`src/rtl/ahb_bus_arbiter.sv`:
```
// ahb_bus_arbiter: round-robin AHB arbiter with burst and lock protection.
// Grant changes follow the beat counter; hmaster follows grant on hready.
module ahb_bus_arbiter #(
  parameter int NUM_MASTERS    = 4,
  parameter int DEFAULT_MASTER = 0
) (
  input  logic                   hclk,
  input  logic                   hreset,
  input  logic [NUM_MASTERS-1:0] hbusreq,
  input  logic [NUM_MASTERS-1:0] hlock,
  input  logic [1:0]             htrans,
  input  logic [2:0]             hburst,
  input  logic                   hready,
  input  logic [1:0]             hresp,
  output logic [NUM_MASTERS-1:0] hgrant,
  output logic [3:0]             hmaster,
  output logic                   hmastlock
);

  localparam int IW = $clog2(NUM_MASTERS);
  localparam logic [IW-1:0] DEF = IW'(DEFAULT_MASTER);
  localparam logic [NUM_MASTERS-1:0] ONE = NUM_MASTERS'(1);
  localparam logic [IW:0] NM = (IW+1)'(NUM_MASTERS);

  typedef enum logic [1:0] {
    T_IDLE   = 2'd0,
    T_BUSY   = 2'd1,
    T_NONSEQ = 2'd2,
    T_SEQ    = 2'd3
  } trans_e;

  logic [3:0]    count_q;
  logic [3:0]    next_count;
  logic [3:0]    burst_len;
  logic [IW-1:0] grant_q;
  logic [IW-1:0] ptr_q;
  logic [IW-1:0] pick;
  logic [IW:0]   cand;
  logic          found;
  logic          lock_hold;
  logic          rearb_ok;

  always_comb begin
    unique case (hburst[2:1])
      2'b00:   burst_len = 4'd0;
      2'b01:   burst_len = 4'd3;
      2'b10:   burst_len = 4'd7;
      default: burst_len = 4'd15;
    endcase
  end

  // An error-class response ends the burst even during wait states
  always_comb begin
    next_count = count_q;
    if (hresp != 2'b00) begin
      next_count = 4'd0;
    end else if (hready) begin
      unique case (trans_e'(htrans))
        T_IDLE:   next_count = 4'd0;
        T_BUSY:   next_count = count_q;
        T_NONSEQ: next_count = burst_len;
        T_SEQ:    next_count = (count_q == 4'd0) ? 4'd0 : count_q - 4'd1;
      endcase
    end
  end

  // Search starts just past the pointer; the pointer itself is last
  always_comb begin
    pick  = DEF;
    found = 1'b0;
    cand  = '0;
    for (int i = 1; i <= NUM_MASTERS; i++) begin
      cand = {1'b0, ptr_q} + (IW+1)'(i);
      if (cand >= NM) cand = cand - NM;
      if (!found && hbusreq[cand[IW-1:0]]) begin
        found = 1'b1;
        pick  = cand[IW-1:0];
      end
    end
  end

  assign lock_hold = hlock[grant_q];
  assign rearb_ok  = (next_count == 4'd0) && !lock_hold;

  always_ff @(posedge hclk or negedge hreset) begin
    if (!hreset) begin
      count_q   <= 4'd0;
      grant_q   <= DEF;
      ptr_q     <= DEF;
      hgrant    <= ONE << DEF;
      hmaster   <= 4'(DEF);
      hmastlock <= 1'b0;
    end else begin
      count_q <= next_count;
      if (rearb_ok) begin
        grant_q <= pick;
        hgrant  <= ONE << pick;
        if (found) ptr_q <= pick;
      end
      if (hready) begin
        hmaster   <= 4'(grant_q);
        hmastlock <= hlock[grant_q];
      end
    end
  end

endmodule

```
`config.mk`:
```
export PLATFORM = sky130hd
export DESIGN_NAME = ahb_bus_arbiter
export DESIGN_NICKNAME = d
export VERILOG_FILES = /design/src/rtl/ahb_bus_arbiter.sv
export SDC_FILE = /design/constraint.sdc
export NUM_CORES = 1
export LEC_CHECK = 0
export CAP_MARGIN = 30
export CORE_MARGIN = 5
export CORE_UTILIZATION = 49
export CTS_CLUSTER_SIZE = 28
export DETAILED_ROUTE_END_ITERATION = 6
export PLACE_DENSITY = 0.83
export SYNTH_ARGS = -nofsm -noshare
export SYNTH_HDL_FRONTEND = slang
export SYNTH_SLANG_ARGS = --single-unit
export TNS_END_PERCENT = 5
```
`constraint.sdc`:
```
create_clock -name hclk -period 3.95 [get_ports hclk]
set_input_delay 0.395 -clock hclk [delete_from_list [all_inputs] [get_ports hclk]]
set_output_delay 0.395 -clock hclk [all_outputs]
set_load 0.03 [all_outputs]
```
After elaboration in Yosys (flattened, before gate mapping)
Index checks and enable logic that the tools add are counted.

storage, ports and cells
  output and inout bits = 9
  logic and storage cells = 71
  register bits = 15

cells by class
  equality and inequality tests = 5
  $lt $le $gt $ge = 9
  add/subtract/negate cells = 9
  reduce and logical (&&, ||, !) cells = 14
  muxes and demuxes = 27
  shift-type cells = 1

operators by type and width
  kind                                                         count
  2-to-1 mux 2 bit                                             8
  one-hot mux 4 bit (4 select lines)                           1
  less-than comparator 2 x 3 -> 1 bit (second input constant)  5
  >= comparator 3 bit (second input constant)                  4
  2-to-1 mux 4 bit                                             3
  one-hot mux 4 bit (3 select lines)                           1
  binary-select mux 1 bit (select 2 bit)                       5
  2-to-1 mux 1 bit                                             9
  zero test 4 bit                                              2
  subtractor 2 x 1 -> 2 bit (second input constant)            4
  adder 2 x 2 -> 3 bit (second input constant)                 2
  equality test 2 bit (second input constant)                  3
  equality test 2 x 1 -> 1 bit (second input constant)         2
  logical AND 1 bit                                            4
  zero test 1 bit                                              4
  zero test 2 bit                                              2
  left shift 1 x 2 -> 4 bit (first input constant)             1
  subtractor 4 x 1 -> 4 bit (second input constant)            1
  adder 2 x 1 -> 3 bit (second input constant)                 1
  adder 2 x 3 -> 3 bit (second input constant)                 1
  AND reduction 2 bit                                          1
  nonzero test 2 bit                                           1

Longest topological paths before layout
  word-level depth = 16
  depth in mapped cells = 8
  mapped depth without buffers = 8

Worst setup path after synthesis
OpenSTA, ideal clock, no wires.

  path type = register to register
  from = register count_q[0]
  to = register grant_q[1]
  clock period less this slack = 2063 ps
  cell stages (with the launch flop) = 9
  path slack = 1887 ps
  data required time = 3825 ps
  data arrival time = 1938 ps
  path through = dfrtp_1 inv_1 ha_1 nor3b_2 a211oi_1 o21a_1 or2_4 nor3_4 mux2_2

on the way
  word-level cells in the longest chain between the ends = 7
  elaborated cells on any way between the ends = 8
  those cells by class = add/sub (1); mux (4); reduce/logical (3)

ends and longest elaborated chain
  element                                                       line  text
  start, declared                                               32    logic [3:0] count_q;
  start signal, assigned                                        94    count_q <= next_count;
  subtractor 4 x 1 -> 4 bit or zero test 4 bit (tied branches)  62    T_SEQ: next_count = (count_q == 4'd0) ? 4'd0 : count_q - 4'd1;
  2-to-1 mux 4 bit *                                            62
  one-hot mux 4 bit (4 select lines) *                          58    unique case (trans_e'(htrans))
  2-to-1 mux 4 bit *                                            57    end else if (hready) begin
  2-to-1 mux 4 bit *                                            55    if (hresp != 2'b00) begin
  via next_count[3]                                             33    logic [3:0] next_count;
  zero test 4 bit *                                             83    assign rearb_ok = (next_count == 4'd0) && !lock_hold;
  logical AND 1 bit *                                           83
  end signal, assigned                                          96    grant_q <= pick;
  end, declared                                                 35    logic [IW-1:0] grant_q;

Mark *: on every way through the listed nets, which the timed path passes. The rest lies on a longest branch.
A chain may end at the register's enable or synchronous reset.

Worst setup path in the final report
  from = register count_q[0]
  to = register hgrant[3]

on the way
  word-level cells in the longest chain between the ends = 7
  elaborated cells on any way between the ends = 8
  those cells by class = add/sub (1); mux (4); reduce/logical (3)

ends and longest elaborated chain
  element                                                       line  text
  subtractor 4 x 1 -> 4 bit or zero test 4 bit (tied branches)  62
  2-to-1 mux 4 bit                                              62
  one-hot mux 4 bit (4 select lines)                            58
  2-to-1 mux 4 bit *                                            57
  2-to-1 mux 4 bit *                                            55
  zero test 4 bit *                                             83
  logical AND 1 bit *                                           83
  end signal, assigned                                          90    hgrant <= ONE << DEF;
  end signal, assigned                                          97    hgrant <= ONE << pick;
  end, declared                                                 15    output logic [NUM_MASTERS-1:0] hgrant,

Every way passes the cells marked *; elsewhere a longest branch is shown, timed or not.

==> summary.md <==
| Metric | Value |
|---|---|
| GRT Util Overall | 17.4% |
| Worst path max stage delay | 0.41 ns |
| Placed insts | between 100 and 150 |
| Worst Path Required | 4.12 ns |
| Leak | 0.470 nW |
| PwrDens | 571 nW/um^2 |
| Core Footprint | 1750 sq um |
| Nets | 136 |
| Setup CP Type | flip-flop to flip-flop |
| Net Sw Frac | 38.4% |
| Largest cells by area after synthesis | dfrtp_1 39%, mux2_2 8.7%, inv_1 3.7%, dfstp_2 2.9%, a311oi_1 2.9% |
| CP Launch Type | flip-flop |
| Setup bufs post-CTS | 0 |
| Clock share of power | 13.1% |
| Die Width | 53.0 microns |
| Synth warn | 0 |
| CTS Buffer Depth | 2 |
| Setup TNS Final | 0 ns |
| Seq/Total Area, Yosys | 41.6% |
| Fraction of layout cells with a size suffix above 1 | 14.7% |
| Hold Fails Final Rpt | 0 |
| CTS tree | built |
| Syn_area_per_cell | 9.95 sq um |
| RSZ-0062 raised after global routing | no |
| Initial Utilization | 51.9% |
| Yosys reg bits | 15 |
| Number of antenna violations at the first check in global routing | 0 |
| Drt first pass iters | 4 |
| EDFF count, synth | 0 |
| Area after DPL | 1140 sq um |
| Final Cell Area | 1170 sq um |
| Area of the multi-input gates | 473 sq um |
| Worst-Margin Slew | about 0.67 ns |
| WL/cell | 15.0 microns |
| Fin. max-slew vios | 0 |
| Final Util | 67.1% |
| First-pass GRT wire length | between 3000 and 4000 microns |
| Post-CTS Hold Buffers | 0 |
| Gate power share | around half |
| Cell Int Power | roughly 410 uW |
| Placer congestion estimate | around 0.69 |
| Inserted Diodes | 0 |
| Post-synth ARST share | 100% |
| Aggregate routed wire length | 2120 microns |
| # DRC | 0 |
| Mapped Cells | 91 |
| Run status | completed |
| CTS sink count | 15 |
| Post-synth top area share | 38.7% |
| # setup viols final | 0 |
| Number of global-route vias before repair | 833 |
| Ports | 27 |
| CP arrival | 2.52 ns |
| # rows | 15 |
| Sequential power share | a little under two fifths |
| Slew headroom | between 50 and 60% |
| CP cell instances | inv_1 -> ha_1 -> nor3b_2 -> nor2_1 -> o22ai_1 -> a21oi_1 -> nor3_4 -> mux2_2 |
| Layout Area Growth over Synthesis | 29.3% |
| Total congestion overflow | 0 |
| Clk_lat worst skew | 0.28 ns |
| Initial DRC Count | 15 |
| Crit path max-delay family | simple AND/OR/NAND/NOR gates |
| Switch Pwr | between 200 and 300 uW |
| Via count | 822 |
| Total area of sequential cells | 377 sq um |
| Port Buf Inserts | 23 |
| Yosys cell types | 38 |
| Final non-filler cell total | 141 |
| Die Area | 2810 sq um |
| Crit path buffers/inverters | 1 |
| Via-per-instance ratio | 5.83 |
| Critical path peak fanout | 7 |
| Dominant cell type by area after synthesis | dfrtp_1 |
| Largest net degree at the start of global routing | 16 |
| Final ANT Viol Nets | 0 |
| Max-Cap Viols | 0 |
| CTS resizes | 0 |
| Min-Delay Path Class | input pin to async pin |
| Num CTS Buffers | 3 |
| Worst Setup End Kind | flip-flop |
| Final worst-path cycle share | between 50% and 60% |
| Max VDD drop | 0.000473 V |
| CTS root buffer | clkbuf_4 |
| Min Tclk post-route | 2.35 ns |
| # H-tree levels | 1 |
| CP max stage cell | dfrtp_1 |
| Post-synth top flop | dfrtp_1 |
| Final Skew | approximately 0.0036 ns |
| Die height | 53.0 microns |
| FMAX | 426 MHz |
| Filler instances | about 140 |
| Reg clk slew, reported paths | 0.09 ns |
| DP HPWL | between 1500 and 2000 microns |
| Synth Cell Area | 906 sq um |
[worst paths after layout]
path | start | end | slack [ns] | cells past startpoint
max | count_q[0] | hgrant[3] | 1.60 | 8
min | hreset | hgrant[1] | 0.51 | 1
max reg2reg | count_q[0] | hgrant[3] | 1.60 | 8
min reg2reg | hgrant[3] | hgrant[3] | 0.52 | 1
max in group asynchronous | hreset | ptr_q[0] | 3.01 | 1
min in group hclk | hgrant[3] | hgrant[3] | 0.52 | 1
[per-layer routing]
layer	vias to the layer above	routed length (microns)	part of all wire (%)	track usage (%)
li1	383	-	-	-
met1	396	856	40	19.1
met2	41	1100	52	31.2
met3	2	163	7.7	4.79
met4	0	6	0.28	6.81
met5	-	0	0	0
[cells in the final DEF, fill, tap and decap left out]
cell type	instances
a211oi_1	2
a21boi_0	1
a21oi_1	3
a221oi_1	1
a22oi_1	1
a311oi_1	3
a31oi_1	1
and4b_1	1
clkbuf_1	1
clkbuf_4	3
clkdlybuf4s50_1	23
conb_1	2
dfrtp_1	14
dfstp_2	1
ha_1	1
inv_1	9
mux2_2	7
mux2i_1	1
mux4_2	1
nand2_1	6
nand2b_1	1
nand3_1	1
nand4b_1	1
nor2_1	5
nor2b_1	3
nor3_1	1
nor3_4	1
nor3b_2	1
nor4_1	2
o211ai_1	2
o21a_1	1
o21ai_0	5
o21ai_1	1
o22ai_1	3
o2bb2ai_1	1
or2_2	1
or2_4	1
or3_1	2
or4_4	1
[kinds of logic (layout without fill, tap and decap cells)]
| group | Yosys count | after routing | synth area share [%] |
|---|---|---|---|
| and+or+nand+nor | 28 | 28 | 19.3 |
| AOI/OAI and AO/OA | 25 | 25 | 18.4 |
| DFF | 15 | 15 | 41.6 |
| adders and majority gates | 1 | 1 | 1.38 |
| buffers and inverters | 12 | 36 | 6.63 |
| muxes | 9 | 9 | 12.3 |
| other | 1 | 2 | 0.414 |
[sequential cells by signal, indices dropped and copies added, names as in the netlist]
signal / cells
count_q: 4
hmastlock: 1
grant_q: 2
hmaster: 2
hgrant: 4
ptr_q: 2
[power groups by stage]
| stage | registers, mW | clock network (mW) | logic (mW) |
|---|---|---|---|
| 4_1_cts | 0.248 | 0.0906 | 0.337 |
| 3_3_place_gp | 0.248 | 0 | 0.326 |
| 5_1_grt | 0.257 | 0.0971 | 0.367 |
| 3_5_place_dp | 0.250 | 0 | 0.335 |
| 6_report | 0.248 | 0.0874 | 0.333 |
| 2_1_floorplan | 0.308 | 0 | 0.160 |
[layout make-up]
type | instances | share of cell area, %
repair buffers | 23 | 19.7
inverters | 9 | 2.88
clock buffers | 4 | 2.24
multi-input cells | 65 | 40.4
flip-flops and latches | 15 | 32.2
well taps | 25 | 2.67
[worst register-to-register path, cell delays in order, from the launching register on]
cell and delay (ns):
dfrtp_1 0.41, inv_1 0.12, ha_1 0.21, nor3b_2 0.27, nor2_1 0.09, o22ai_1 0.20, a21oi_1 0.17, nor3_4 0.39
mux2_2 0.38
[synthesized netlist by cell type, types with 2 or more instances]
cell type	number
nand2_1	6
o22ai_1	3
a311oi_1	3
mux2_2	7
inv_1	9
or3_1	2
o21ai_0	5
a211oi_1	2
dfrtp_1	14
o211ai_1	2
nor2_1	5
a21oi_1	3
nor2b_1	3
nor4_1	2
buf_4	2
[stage by stage]
step | power [mW] | hold WS [ns] | worst slack [ns]
floorplan | 0.468 | 0.0994 | 1.89
global placement | 0.575 | 0.491 | 1.46
detailed placement | 0.585 | 0.496 | 1.42
CTS | 0.675 | 0.516 | 1.63
global route | 0.721 | 0.547 | 1.45
finish | 0.669 | 0.513 | 1.60
Power figures use the tool's default switching activity.
